## src/rtl/unpack_512_to_256.sv

```systemverilog
// Width down-converter: splits each IN_W input word into two OUT_W beats, low half first.
// Supports half-word tails (low half only) and carries a last marker through to the beat stream.
module unpack_512_to_256 #(
    parameter int IN_W  = 512,
    parameter int OUT_W = 256,
    parameter int CNT_W = 32
) (
    input  logic             clk,
    input  logic             reset,
    input  logic             in_valid,
    output logic             in_ready,
    input  logic [IN_W-1:0]  in_data,
    input  logic             in_half,
    input  logic             in_last,
    output logic             out_valid,
    input  logic             out_ready,
    output logic [OUT_W-1:0] out_data,
    output logic             out_last,
    output logic [CNT_W-1:0] word_cnt,
    output logic [CNT_W-1:0] beat_cnt
);

    typedef enum logic [1:0] {
        EMPTY,
        LO,
        HI
    } state_t;

    state_t          state;
    state_t          state_next;
    logic [IN_W-1:0] data_buf;
    logic            half_flag;
    logic            last_flag;
    logic            load;
    logic            out_hs;

    // A new word may be loaded in the same cycle the final beat of the held word leaves,
    // which is what keeps a continuous stream bubble-free.
    always_comb begin
        state_next = state;
        load       = 1'b0;
        in_ready   = 1'b0;
        out_valid  = 1'b0;
        out_data   = data_buf[OUT_W-1:0];
        out_last   = last_flag && half_flag;

        case (state)
            EMPTY: begin
                in_ready = 1'b1;
                if (in_valid) begin
                    load       = 1'b1;
                    state_next = LO;
                end
            end
            LO: begin
                out_valid = 1'b1;
                if (out_ready) begin
                    if (half_flag) begin
                        in_ready = 1'b1;
                        if (in_valid) begin
                            load = 1'b1;
                        end else begin
                            state_next = EMPTY;
                        end
                    end else begin
                        state_next = HI;
                    end
                end
            end
            HI: begin
                out_valid = 1'b1;
                out_data  = data_buf[IN_W-1:OUT_W];
                out_last  = last_flag;
                if (out_ready) begin
                    in_ready = 1'b1;
                    if (in_valid) begin
                        load       = 1'b1;
                        state_next = LO;
                    end else begin
                        state_next = EMPTY;
                    end
                end
            end
            default: begin
                state_next = EMPTY;
            end
        endcase

        // Reset overrides every handshake in the cycle it is asserted.
        if (reset) begin
            in_ready  = 1'b0;
            out_valid = 1'b0;
            load      = 1'b0;
        end
    end

    assign out_hs = out_valid && out_ready;

    // The upper half of a half-word is zeroed on capture so stale data can never leak out.
    always_ff @(posedge clk) begin
        if (reset) begin
            state     <= EMPTY;
            data_buf  <= '0;
            half_flag <= 1'b0;
            last_flag <= 1'b0;
            word_cnt  <= '0;
            beat_cnt  <= '0;
        end else begin
            state <= state_next;
            if (load) begin
                data_buf  <= in_half ? {{(IN_W-OUT_W){1'b0}}, in_data[OUT_W-1:0]} : in_data;
                half_flag <= in_half;
                last_flag <= in_last;
                word_cnt  <= word_cnt + CNT_W'(1);
            end
            if (out_hs) begin
                beat_cnt <= beat_cnt + CNT_W'(1);
            end
        end
    end

endmodule

```

## config.mk

```make
export PLATFORM = sky130hd
export DESIGN_NAME = unpack_512_to_256
export DESIGN_NICKNAME = d
export VERILOG_FILES = /design/src/rtl/unpack_512_to_256.sv
export SDC_FILE = /design/constraint.sdc
export NUM_CORES = 1
export LEC_CHECK = 0
export ABC_AREA = 1
export BUFFER_PORTS_ARGS = -buffer_cell sky130_fd_sc_hd__buf_2
export CAP_MARGIN = 20
export CORE_AREA = 3 3 325 327
export CTS_CLUSTER_SIZE = 30
export DETAILED_ROUTE_END_ITERATION = 8
export DIE_AREA = 0 0 328 330
export GPL_ROUTABILITY_DRIVEN = 0
export SYNTH_ARGS = -nofsm -noshare
export SYNTH_HDL_FRONTEND = slang
export SYNTH_SLANG_ARGS = --single-unit
```

## constraint.sdc

```tcl
create_clock -name clk -period 2.45 [get_ports clk]
set_clock_uncertainty 0.15 [all_clocks]
set_input_delay 0.245 -clock clk [delete_from_list [all_inputs] [get_ports clk]]
set_output_delay 0.245 -clock clk [all_outputs]
set_load 0.02 [all_outputs]
```

; ---- Word level (Yosys, flattened, before mapping)
; Index checks and enable logic that the tools add are counted.
[op_classes]
addsub = 2
multipliers = 0
div_mod_pow = 0
n_lt_le_gt_ge = 0
n_eq_ne = 6
shifts = 0
muxes = 23
n_bitwise = 0
n_reduce_logical = 5
[op_table]
columns = operator, n
row1 = $mux 512, 1
row2 = $mux 256, 1
row3 = $add 32x1->32 const B, 2
row4 = $mux 1, 13
row5 = $mux 2, 5
row6 = $ne 2x2->1 const B, 3
row7 = $pmux 1 s3, 2
row8 = $pmux 2 s3, 1
row9 = $reduce_and 4->1, 1
row10 = $ne 3x3->1 const B, 1
row11 = $eq 2x1->1 const B, 1
row12 = $eq 2x2->1 const B, 1
row13 = $logic_and 1x1->1, 2
row14 = $logic_not 2->1, 1
row15 = $reduce_or 2->1, 1
[totals]
reg_bits = 580
latch_bits = 0
ramBits = 0
romBits = 0
in_bits = 518
out_inout_bits = 323
wordCells = 42
n_memories = 0

; ---- Longest topological paths before layout
[depth]
word_depth = 5
mapped_depth = 12

; ---- Worst setup path after synthesis
; OpenSTA, ideal clock, no wires.
[synth_path]
path_kind = flip-flop to output port
from = register state[0]
to = output out_data[123]
t_arrival_ns = 1.776
required_time_ns = 2.055
path_slack_ns = 0.279
stages_incl_launch_ff = 8
n_path_buf = 3
cell_sequence = dfxtp_1 inv_1 ha_1 clkbuf_1 clkbuf_1 clkbuf_1 nand2_1 o21ai_0
[synth_between]
elab_chain_cells = 2
[synth_rtl]
columns = item, line_no
row1 = "start, declared", 29  ; state_t state;
row2 = "start signal, assigned", 109  ; state <= state_next;
row3 = $eq 2x2->1, 47  ; case (state)
row4 = $mux 256, 47
row5 = "end, declared", 17  ; output logic [OUT_W-1:0] out_data,
; Every way passes these cells.

; ---- Final worst setup path
[layout_path]
from = register state[1]
to = output out_data[134]
; The elaborated chain is that of the path after synthesis.

==> reports/qor.csv <==
metric,value,unit
status,"complete, but fails checks",
violations,negative setup slack,
holdPathEnd,data_buf[461],
wl_per_cell,17.8,µm
tritoncts,yes,
yosysWarnings,0,
slew_headroom,26.5,%
yosysSeqAreaShare,48.1,%
ys_ff_latch,580,
grt.total_usage,19.5,%
antenna_found_initial,17,
synth_fp_nets,4081,
r2r_cells,9,
fin_crit,2620,ps
hold_start,in_data[461],
multi_input_area,0.0113,mm²
cts-root-buf,clkbuf_16,
use_met1,24.1,%
final_layout_size_suffix_gt1_share,24.0,%
synth_area_per_cell,6.79,µm²
p_leak,17.1,nW
r2r_start,state[1],
grt_util_met3,5.04,%
synth.largest_area_cell,dfxtp_1,
fmax,382,MHz
fin_tns_setup,-13010,ps
initial_core_util,23.4,%
drv_cap,0,
synth-edff-count,0,
path_max_fanout,7,
startpoint_type,flop,
port_buffers,840,
synth_async_sr_flop_share,0,%
met2_usage,31.8,%
worstSetupEndpointType,output pin,
dpl-instance-area,0.0304,mm²
hold_path.class,in2reg,
die_y,330,µm
die_w,328,µm
ys_types,30,
ys_top_cells_by_area,"dfxtp_1 (48%), nand2_1 (26%), a21oi_1 (11%), o21ai_0 (3.5%), inv_1 (2.3%)",
via_per_inst,4.54,
layout.area.seq,0.0116,mm²
fin_util,38.4,%
crit_type,reg2out,
synth_top_area_share,48.1,%
whs_path_depth,4,
cts_buffers,69,
drt_wl_total,112000,µm
grt_first_pass_wirelength,164000,µm
placement_rows,118,
synth_cells,3555,
ioPinCount,841,
finalSetupViolCount,225,
cts_max_path_buffers,3,
postRouteAntennaNets,0,
busiest_layer,met2,
postLayoutSetupSlackWorst,-167,ps
ir_drop,0.722,mV
rsz0062_at_grt,yes,
dieArea,0.108,mm²
r2r-end,data_buf[128],
worstPathArrival,2220,ps
hold_viol,0,
cts-htree-levels,3,
dr.pass1.iters,5,
grt_pass1_vias,28100,
ff2ff_setup_slack,-70,ps
clock_sinks,580,
finalInstanceArea,0.0397,mm²
syn_area,0.0241,mm²
clkTransAtPathRegs,60,ps
min_period_over_period,107,%
cp.required,2060,ps
area_growth,64.4,%
drt_iter0_drc,2301,
drv_slew,0,
p_per_area,954,mW/mm²
coreArea,0.103,mm²
nets,5415,
fillers,10300,
post-dp-hpwl,73700,µm
grt_max_degree,179,
via_count,28700,
drc_errors,0,
clock_latency,640,ps
synthFlopType,dfxtp_1,
grt_overflow,0,
worst_pin_slew,1100,ps
## area by class of cell
cell class              count  area share, %
diodes                     17          0.107
clock buffers              93           4.93
clock inverters            25          0.773
inverters                 146           1.45
multi-input cells        2595           28.5
flip-flops and latches    580           29.3
well taps                1380           4.35
repair buffers           1497           30.6
## per-stage QoR
step | hold slack (ps) | instances | total power, mW | setup slack, ps
after floorplan | 238 | 3555 | 18.9 | 279
after global placement | 284 | 5654 | 24.2 | 26.2
after detailed placement | 291 | 5654 | 24.3 | -18.4
after CTS | 156 | 6309 | 37.6 | -272
after global routing | 206 | 6323 | 39.7 | -279
final | 243 | 6333 | 37.8 | -167
## synth_stat cells (3+ instances only)
cell type,number
nor2_1,122
ha_1,8
nand4_1,10
a211oi_1,3
o21bai_1,3
nand2_1,1666
buf_2,67
buf_4,24
a21oi_1,547
inv_1,145
nor3_1,6
nand3_1,36
xor2_1,5
a31oi_1,5
clkbuf_1,128
o21ai_0,168
dfxtp_1,580
buf_1,15
## sequential cells by signal, indices dropped and copies added (netlist names)
signal,flops
word_cnt,32
beat_cnt,32
half_flag,1
last_flag,1
data_buf,512
state,2
## power breakdown
part | switching [mW] | total (mW) | leakage, nW | internal, mW
logic | 9.57 | 15.8 | 11.2 | 6.22
registers | 0.720 | 11.6 | 4.73 | 10.9
clock network | 4.35 | 10.4 | 1.11 | 6.07
total | 14.6 | 37.8 | 17.1 | 23.2
## repair_timing
action / 4_1_cts / 5_1_grt
hold buffers: 517 / 0
cloned: 10 / 5
buffers inserted: 12 / 6
pin swaps: 13 / 6
setup endpoints to repair: 255 / 512
resized for setup: 343 / 118
endpoints found under the hold margin: 530 / 0
## worst max-delay path by stage
stage | start | endpoint | slack (ps)
global route | state[1] | out_data[134] | -280
global placement | state[0] | data_buf[128] | 30
floorplan | state[0] | out_data[123] | 280
CTS | state[1] | out_data[126] | -270
detailed placement | state[0] | data_buf[128] | -20
finish | state[1] | out_data[134] | -170
## layer usage
layer  wire [µm]  up-vias
li1            -    13900
met1       45500    13200
met2       51600     1320
met3        9810      298
met4        5480        6
met5          33        -
## cell families after synthesis
family / count (synthesis) / share of synthesized area [%]
flip-flops: 580 / 48.1
XOR/XNOR: 5 / 0.182
buffers and inverters: 380 / 6.63
adder cells (fa/ha/maj): 8 / 0.415
AND/OR/NAND/NOR: 1852 / 29.4
AO/OA/AOI/OAI: 730 / 15.3
## placed cells by master, fill, tap and decap left out, drive strengths merged
master	n
nand3b	2
xor2	5
a31oi	5
ha	8
a21oi	547
o21bai	3
nor2	125
nand3	36
dfxtp	580
dlygate4sd3	517
o21a	2
clkbuf	100
nor4	1
a2bb2oi	1
nand4	10
clkinv	12
o21ai	169
clkinvlp	3
nand2	1668
a211oi	3
inv	152
diode	17
bufbuf	1
nor3b	1
buf	972
bufinv	4
or2	1
nor3	8
## critical path: stages (launching register included)
cell and delay (ps):
dfxtp_2 320, buf_6 110, ha_4 180, buf_12 160, inv_16 90, buf_16 160, buf_12 150, buf_8 120
nand2_1 60, nand2_1 80, buf_6 120
Note: power is estimated with default switching activity, not from simulation.
